<file path="config.mk">
export PLATFORM = sky130hd
export DESIGN_NAME = roi_expand_axis
export DESIGN_NICKNAME = d
export VERILOG_FILES = /design/src/rtl/roi_pkg.sv /design/src/rtl/roi_raster_cnt.sv /design/src/rtl/roi_expand_axis.sv
export SDC_FILE = /design/constraint.sdc
export NUM_CORES = 1
export LEC_CHECK = 0
export CAP_MARGIN = 10
export CORE_UTILIZATION = 52
export CTS_CLUSTER_DIAMETER = 120
export CTS_CLUSTER_SIZE = 30
export DETAILED_ROUTE_END_ITERATION = 6
export DONT_BUFFER_PORTS = 1
export GPL_TIMING_DRIVEN = 0
export PLACE_DENSITY = 0.67
export SYNTH_ARGS = -nofsm -noshare
export SYNTH_HDL_FRONTEND = slang
export SYNTH_SLANG_ARGS = --single-unit
</file>
<file path="constraint.sdc">
create_clock -name clk_i -period 2.5 [get_ports clk_i]
set_input_delay 0.75 -clock clk_i [delete_from_list [all_inputs] [get_ports clk_i]]
set_output_delay 0.75 -clock clk_i [all_outputs]
set_load 0.02 [all_outputs]
</file>
<file path="src/rtl/roi_pkg.sv">
// Shared definitions for the ROI crop/expand pair: FSM state type,
// coordinate register field positions and small helper functions.
package roi_pkg;

  typedef enum logic [1:0] {
    ST_IDLE  = 2'd0,
    ST_LOAD  = 2'd1,
    ST_RUN   = 2'd2,
    ST_FLUSH = 2'd3
  } state_t;

  // Corner register layout: x in [26:16], y in [9:0]
  localparam int X_MSB = 26;
  localparam int X_LSB = 16;
  localparam int Y_MSB = 9;
  localparam int Y_LSB = 0;
  localparam int X_W   = X_MSB - X_LSB + 1;
  localparam int Y_W   = Y_MSB - Y_LSB + 1;

  function automatic logic [X_W-1:0] field_x(input logic [31:0] xy);
    return X_W'(xy >> X_LSB);
  endfunction

  function automatic logic [Y_W-1:0] field_y(input logic [31:0] xy);
    return Y_W'(xy >> Y_LSB);
  endfunction

  // Saturate a coordinate to the last valid index of its axis
  function automatic int unsigned clamp(input int unsigned v, input int unsigned lim);
    return (v > lim) ? lim : v;
  endfunction

endpackage

</file>
<file path="src/rtl/roi_raster_cnt.sv">
// Raster x/y counter: x runs fastest, wraps at WIDTH-1 and bumps y.
// last_o flags the final pixel of the frame at the current count.
module roi_raster_cnt #(
  parameter int WIDTH  = 800,
  parameter int HEIGHT = 600,
  parameter int XW     = (WIDTH  > 1) ? $clog2(WIDTH)  : 1,
  parameter int YW     = (HEIGHT > 1) ? $clog2(HEIGHT) : 1
) (
  input  logic          clk_i,
  input  logic          arst_n_i,
  input  logic          clr_i,
  input  logic          en_i,
  output logic [XW-1:0] cnt_x_o,
  output logic [YW-1:0] cnt_y_o,
  output logic          last_o
);

  logic x_end;
  logic y_end;

  assign x_end  = (cnt_x_o == XW'(WIDTH - 1));
  assign y_end  = (cnt_y_o == YW'(HEIGHT - 1));
  assign last_o = x_end & y_end;

  // Advance one pixel per enable; clear has priority
  always_ff @(posedge clk_i or negedge arst_n_i) begin
    if (!arst_n_i) begin
      cnt_x_o <= '0;
      cnt_y_o <= '0;
    end else if (clr_i) begin
      cnt_x_o <= '0;
      cnt_y_o <= '0;
    end else if (en_i) begin
      if (x_end) begin
        cnt_x_o <= '0;
        cnt_y_o <= y_end ? '0 : cnt_y_o + 1'b1;
      end else begin
        cnt_x_o <= cnt_x_o + 1'b1;
      end
    end
  end

endmodule

</file>
<file path="src/rtl/roi_expand_axis.sv">
// Re-expands a cropped ROI pixel stream into a full WIDTH x HEIGHT raster.
// Pixels inside the rectangle come from the input stream, all others are
// FILL. Output is a single registered AXI-Stream stage with tlast at frame end.
module roi_expand_axis
  import roi_pkg::*;
#(
  parameter int               WIDTH  = 800,
  parameter int               HEIGHT = 600,
  parameter int               BIT_D  = 8,
  parameter int               BIT_C  = 32,
  parameter logic [BIT_D-1:0] FILL   = '0
) (
  input  logic             clk_i,
  input  logic             arst_n_i,
  input  logic             start_i,
  input  logic [BIT_C-1:0] xy_0_i,
  input  logic [BIT_C-1:0] xy_1_i,
  input  logic [BIT_D-1:0] tdata_i,
  input  logic             tvalid_i,
  input  logic             tlast_i,
  output logic             tready_o,
  output logic [BIT_D-1:0] tdata_o,
  output logic             tvalid_o,
  output logic             tlast_o,
  input  logic             tready_i,
  output logic             busy_o,
  output logic             err_o
);

  localparam int XW = (WIDTH  > 1) ? $clog2(WIDTH)  : 1;
  localparam int YW = (HEIGHT > 1) ? $clog2(HEIGHT) : 1;

  state_t        state;
  logic [XW-1:0] xmin, xmax, cnt_x;
  logic [YW-1:0] ymin, ymax, cnt_y;
  logic          frame_last;
  logic          in_roi;
  logic          load_ok;
  logic          in_acc;
  logic          beat_load;
  logic          roi_end;

  int unsigned   x0c, x1c, y0c, y1c;
  int unsigned   lo_x, hi_x, lo_y, hi_y;

  // Clamp both corners to the frame, then order them into min/max bounds
  always_comb begin
    x0c  = clamp(32'(field_x(32'(xy_0_i))), 32'(WIDTH - 1));
    x1c  = clamp(32'(field_x(32'(xy_1_i))), 32'(WIDTH - 1));
    y0c  = clamp(32'(field_y(32'(xy_0_i))), 32'(HEIGHT - 1));
    y1c  = clamp(32'(field_y(32'(xy_1_i))), 32'(HEIGHT - 1));
    lo_x = (x0c < x1c) ? x0c : x1c;
    hi_x = (x0c < x1c) ? x1c : x0c;
    lo_y = (y0c < y1c) ? y0c : y1c;
    hi_y = (y0c < y1c) ? y1c : y0c;
  end

  roi_raster_cnt #(
    .WIDTH  (WIDTH),
    .HEIGHT (HEIGHT),
    .XW     (XW),
    .YW     (YW)
  ) u_cnt (
    .clk_i    (clk_i),
    .arst_n_i (arst_n_i),
    .clr_i    (state == ST_LOAD),
    .en_i     (beat_load),
    .cnt_x_o  (cnt_x),
    .cnt_y_o  (cnt_y),
    .last_o   (frame_last)
  );

  assign in_roi  = (cnt_x >= xmin) && (cnt_x <= xmax) &&
                   (cnt_y >= ymin) && (cnt_y <= ymax);
  assign roi_end = (cnt_x == xmax) && (cnt_y == ymax);
  // Output register can take a beat when empty or being drained this cycle
  assign load_ok   = !tvalid_o || tready_i;
  assign tready_o  = (state == ST_RUN) && load_ok && in_roi;
  assign in_acc    = tvalid_i && tready_o;
  // Fill beats never wait on the input; ROI beats wait for a handshake
  assign beat_load = (state == ST_RUN) && (in_roi ? in_acc : load_ok);

  // Frame sequencing, bound capture and tlast consistency tracking
  always_ff @(posedge clk_i or negedge arst_n_i) begin
    if (!arst_n_i) begin
      state  <= ST_IDLE;
      busy_o <= 1'b0;
      err_o  <= 1'b0;
      xmin   <= '0;
      xmax   <= '0;
      ymin   <= '0;
      ymax   <= '0;
    end else begin
      case (state)
        ST_IDLE: begin
          if (start_i) begin
            state  <= ST_LOAD;
            busy_o <= 1'b1;
          end
        end
        ST_LOAD: begin
          xmin  <= XW'(lo_x);
          xmax  <= XW'(hi_x);
          ymin  <= YW'(lo_y);
          ymax  <= YW'(hi_y);
          err_o <= 1'b0;
          state <= ST_RUN;
        end
        ST_RUN: begin
          // Placement ignores tlast_i; a disagreement is only reported
          if (in_acc && (tlast_i != roi_end)) err_o <= 1'b1;
          if (beat_load && frame_last) state <= ST_FLUSH;
        end
        ST_FLUSH: begin
          if (tvalid_o && tready_i) begin
            state  <= ST_IDLE;
            busy_o <= 1'b0;
          end
        end
        default: state <= ST_IDLE;
      endcase
    end
  end

  // Single-stage output register with standard valid/ready hold
  always_ff @(posedge clk_i or negedge arst_n_i) begin
    if (!arst_n_i) begin
      tdata_o  <= '0;
      tvalid_o <= 1'b0;
      tlast_o  <= 1'b0;
    end else if (beat_load) begin
      tdata_o  <= in_roi ? tdata_i : FILL;
      tvalid_o <= 1'b1;
      tlast_o  <= frame_last;
    end else if (tready_i) begin
      tvalid_o <= 1'b0;
      tlast_o  <= 1'b0;
    end
  end

endmodule
</file>
Word-level counts from Yosys, hierarchy flattened
Index checks and enable logic that the tools add are counted.
Word-level totals
  flip-flop bits (word level): 74
  input port bits: 78
  output and inout bits: 13
  logic and storage cells: 89
Cells by class
  add/subtract/negate cells: 2
  order comparisons: 10
  eq/ne operators: 12
  muxes and demuxes: 29
  bitwise logic cells: 1
  reductions and logical operators: 23
Operators by type and width (count)
  10-bit two-way mux: 13
  11-bit by 10-bit greater-than comparator with 1-bit output (second input constant): 2
  11-bit two-way mux: 2
  10-bit by 1-bit adder with 10-bit output (second input constant): 2
  10-bit == test: 2
  10-bit == test (second input constant): 2
  10-bit greater-or-equal comparator: 2
  10-bit greater-than comparator (second input constant): 2
  10-bit <= comparator: 2
  1-bit logical AND: 11
  11-bit < comparator: 1
  10-bit < comparator: 1
  2-bit nonzero test: 5
  8-bit two-way mux: 1
  2-bit one-hot mux with 4 select lines: 1
  1-bit two-way mux: 7
  2-bit two-way mux: 3
  3-bit AND reduction: 2
  2-bit == test (second input constant): 2
  2-bit by 1-bit != test with 1-bit output (second input constant): 2
  2-bit != test (second input constant): 2
  1-bit one-hot mux with 2 select lines: 2
  2-bit AND reduction: 2
  2-bit by 1-bit == test with 1-bit output (second input constant): 1
  other kinds (5): 5

Depth between registers and ports, before layout
  depth in word-level cells: 11
  depth in mapped cells: 15

Hierarchy
Synthesis repeated with hierarchy kept, for this count alone.
Second synthesis, totals
  cells, all modules: 597
  area, all modules: 5381.4 µm²
By module, submodules not included
  roi_expand_axis: instances 1, cells each 478, area an instance 4245.3 µm², seq. area each 1351.3 µm²
  roi_raster_cnt: instances 1, cells each 119, area an instance 1136.1 µm², seq. area each 500.5 µm²

Worst setup path before layout
No wires, ideal clock.
  path kind: input to register
  from: input port xy_0_i[3]
  to: register ymax[0]
  arrival time: 3.550 ns
  path slack: -1.141 ns
  cell stages on the path: 15
  path through: a21o_1 -> a211o_1 -> and2_1 -> clkbuf_1 -> nor2_1 -> inv_1 -> ha_1 -> a21o_1 -> a21o_1 -> a21oi_1 -> nor2b_1 -> a311o_1 -> or3_1 -> buf_2 -> o221ai_1
Between the ends
  cells in the longest elaborated chain, start to end: 4
Ends and longest elaborated chain
  start: declaration: line roi_expand_axis.sv:16  | input logic [BIT_C-1:0] xy_0_i,
  10-bit greater-than comparator: line roi_pkg.sv:30  | return (v > lim) ? lim : v;
  10-bit two-way mux (*): line roi_pkg.sv:30
  10-bit < comparator: line roi_expand_axis.sv:55  | hi_y = (y0c < y1c) ? y1c : y0c;
  10-bit two-way mux (*): line roi_expand_axis.sv:55
  end signal: assignment: line roi_expand_axis.sv:105  | ymax <= YW'(hi_y);
  end: declaration: line roi_expand_axis.sv:35  | logic [YW-1:0] ymin, ymax, cnt_y;
Every way passes the cells marked *; elsewhere a longest branch is shown, timed or not.
A chain may end at the register's enable or synchronous reset.

Worst setup path in the final report
  from: register u_cnt.cnt_x_o[9]
  to: output port tready_o
Between the ends
  cells in the longest elaborated chain, start to end: 5
  elaborated cells on any way between the ends: 6
  classes of those cells: 2 x order compare; 4 x reduce/logical
Ends and longest elaborated chain
  start: declaration: line roi_raster_cnt.sv:13  | output logic [XW-1:0] cnt_x_o,
  start signal: assignment: line roi_raster_cnt.sv:38  | cnt_x_o <= cnt_x_o + 1'b1;
  10-bit greater-or-equal comparator / 10-bit <= comparator (equally long branches): line roi_expand_axis.sv:73  | assign in_roi = (cnt_x >= xmin) && (cnt_x <= xmax) &&
  1-bit logical AND (*) (2 in series): line roi_expand_axis.sv:73
  1-bit logical AND (*): line roi_expand_axis.sv:74  | (cnt_y >= ymin) && (cnt_y <= ymax);
  1-bit logical AND (*): line roi_expand_axis.sv:78  | assign tready_o = (state == ST_RUN) && load_ok && in_roi;
  end: declaration: line roi_expand_axis.sv:21  | output logic tready_o,
Marked as above.

==> impl_results.md <==
* Distinct cells, synth at 62
* Post-synthesis compound-gate area fraction at 23.1%
* Main flop type after synthesis: dfrtp_1
* Antenna diodes at 0
* Delay-heaviest family, CP: simple AND/OR/NAND/NOR gates
* Largest fanout on the critical path at 2
* EDFF count, synth at 0
* HPWL Detailed at 11.2 mm
* GRT Util Overall at 29.6%
* Die width at 107 µm
* Clock latency on the worst-skew pair at 0.37 ns
* Wire per inst at 19.7 µm
* Global-route wire length before repair at 26.1 mm
* Largest net degree at the start of global routing at 75
* Largest area contributor in the netlist: dfrtp_1
* Synth area leaders: dfrtp_1 32%, ha_1 14%, inv_1 4.4%, o221ai_1 3.8%, a21oi_1 3.4%
* Critical path class: flip-flop to output port
* Avg Cell Area, Syn at 9.01 µm²
* Crit path from: u_cnt.cnt_x_o[9]$_DFFE_PN0P_
* Max_cap viols at 0
* Clk slew on worst S/H paths at 0.08 ns
* Die Area at 11500 µm²
* CTS buffer count at 9
* Final core utilization at 68.6%
* Ys async rst share at 100%
* WHS at 0.0672 ns
* Reg-to-Reg Start: u_cnt.cnt_x_o[9]$_DFFE_PN0P_
* Layout Skew at 0.0103 ns
* Hold Fails Final Rpt at 0
* Worst VDD drop at 462 µV
* Least-Margin Pin Slew at 0.846 ns
* R2R Setup Slk at -0.56 ns
* Vias at 5317
* Buf+Inv Stages, Crit Path at 0
* Cell Rows at 38
* Synthesis warning total at 0
* Cell area after layout at 7400 µm²
* Fin worst setup slack at -0.773 ns
* Most numerous cell in the Yosys netlist: dfrtp_1
* GR Overflow Total at 0
* Number of routed nets with antenna violations at 0
* Initial antenna violation count at 0
* Worst-path cell chain: ha_4 > nand4_1 > nor3_2 > and3_4 > a31oi_4 > or4b_4 > nor2_4
* Power per cell area at 725 nW/µm²
* Die height at 107 µm
* CP Launch Type: flip-flop
* Mapped cell area at 5740 µm²
* Max stage delay on crit path at 0.59 ns
* Share of layout cells above drive strength 1 at 31.8%
* Min-delay worst type: primary input to async pin
* CP endpoint kind: output port
* H-tree Lvls at 3
* Cells after Synth at 637
* Placement Setup Slack at -1.24 ns
* Hold Buf Count CTS at 0
* Vias per cell at 6.30
* Simple-gate share of the synthesized area at 17.7%
* CTS tree: built
* Post-synth top cells: 74 x dfrtp_1, 67 x inv_1, 65 x ha_1, 45 x nor2_1, 39 x a21oi_1
* GPL Wtd Cong at 0.845
* Non-filler cells, final at 844
* Final min period at 3.27 ns
* Final worst path period share at 131%
* CP required at 1.75 ns
* Mux share of post-synthesis cell area at 6.01%
* DRT Pass-1 Iters at 5
* Status: complete, but fails checks
* Routed WL at 16.6 mm
* Vias in the first global route at 5300
* Layout net count at 845
* Number of I/O port buffers at 0
* Residual DRC at 0
* Initial DRC Count at 384
* Combinational family with the most area after synthesis: compound AO/OA/AOI/OAI gates
* F_max at 306 MHz
* XOR/XNOR Fraction of Synth Area at 0.153%
* Root buf cell: clkbuf_8
* Core Box Area at 10800 µm²
* Placed insts at 777
* Clock buffer depth at 2
* Seq/Total Area, Yosys at 32.3%
* Pleak at 3.24 nW
* Synth top area share at 32.3%
* Synth Area in Adders at 14.2%
* Max-slew violations at 0
* RSZ-0062 raised after global routing: yes
* Sink Count at 74
* Final setup vio count at 74
* Syn_nets at 780
* Placed cell area at 6110 µm²
* IO Count at 91
* Slew Limit Headroom at 43.6%
* Failing checks: setup timing
* Crit path DAT at 2.52 ns
* Initial core utilization at 53.2%
* Seq cells post-synth at 74
* Area grow syn2layout at 29.0%
* Slowest-stage cell, CP: or4b_4
area by class of cell:
class | instances | area (µm²)
multi-input cells | 467 | 4280
flip-flops and latches | 74 | 1870
clock inverters | 4 | 22.5
repair buffers | 56 | 504
fillers | 822 | 3390
well taps | 140 | 175
plain buffers | 26 | 178
inverters | 68 | 255
clock buffers | 9 | 124
state kept, by name, summed over array words and instances, names as in the netlist, 2 cells and up:
register / flops
state: 2
u_cnt.cnt_y_o: 10
xmax: 10
xmin: 10
ymin: 10
u_cnt.cnt_x_o: 10
ymax: 10
tdata_o: 8
layout by cell type, fill, tap and decap left out, drive strengths merged, types with 3 or more instances in the layout:
cell / netlist / routed
buf: 8 / 66
nand4: 13 / 13
nor2b: 15 / 15
a21oi: 40 / 40
o41ai: 6 / 6
o21a: 4 / 4
nand3: 18 / 18
or3: 5 / 5
and2: 11 / 11
o21ai: 32 / 32
nand2: 33 / 33
nor2: 45 / 45
mux2: 14 / 14
a211o: 5 / 5
a311o: 3 / 3
ha: 65 / 65
nor4: 3 / 3
a221oi: 9 / 9
clkbuf: 20 / 25
o311ai: 12 / 12
and4: 3 / 3
nor3: 11 / 11
mux2i: 18 / 18
a31oi: 4 / 4
a21o: 15 / 15
inv: 67 / 67
a22o: 10 / 10
and3: 4 / 4
or4b: 3 / 3
o31ai: 5 / 5
o221ai: 25 / 25
dfrtp: 74 / 74
nand2b: 12 / 12
clkinv: 1 / 4
stage by stage:
stage | setup TNS (ns) | total power, W
2_1_floorplan | -29.53 | 0.00337
3_3_place_gp | -49.45 | 0.00386
3_5_place_dp | -53.27 | 0.00396
4_1_cts | -25.46 | 0.00517
5_1_grt | -40.45 | 0.00573
6_report | -31.21 | 0.00537
metal layers:
metal / global-route usage [%] / vias to the layer above / part of all wire (%)
met2: 52.4 / 168 / 52
met1: 35.1 / 2607 / 40
li1: - / 2496 / -
met4: 11.6 / 0 / 2.9
met3: 5.65 / 46 / 4.4
met5: 0 / - / 0
path summary, 6_finish.rpt:
path                       cells after the start                      endpoint
hold / removal                                 0           ymax[4]$_DFFE_PN0P_
setup reg to reg                              11  u_cnt.cnt_x_o[8]$_DFFE_PN0P_
min in group clk_i                             1        tdata_o[3]$_DFFE_PN0P_
setup / recovery                               7                      tready_o
hold reg to reg                                2           ymin[6]$_DFFE_PN0P_
max in group asynchronous                      0  u_cnt.cnt_x_o[6]$_DFFE_PN0P_
kinds of logic (layout without fill, tap and decap cells):
kind of cell | after synthesis | after routing
fa+ha+maj | 65 | 65
other cells | 2 | 2
flops | 74 | 74
compound gates | 182 | 182
simple gates | 185 | 185
xor+xnor | 1 | 1
buf+inv | 96 | 163
mux | 32 | 32
where the power goes:
group          switching (W)  total [W]  internal [W]
clock network       0.000452   0.000790      0.000338
logic                0.00164    0.00284       0.00119
registers           0.000208    0.00174       0.00154
total                0.00230    0.00537       0.00307
what timing repair did:
item                                    CTS  global route
buffers inserted                         38            16
endpoints found under the setup margin   74            74
gates cloned                              5             0
pin swaps                                26            31
resized for setup                       121            46
Note: power is estimated with default switching activity, not from simulation.
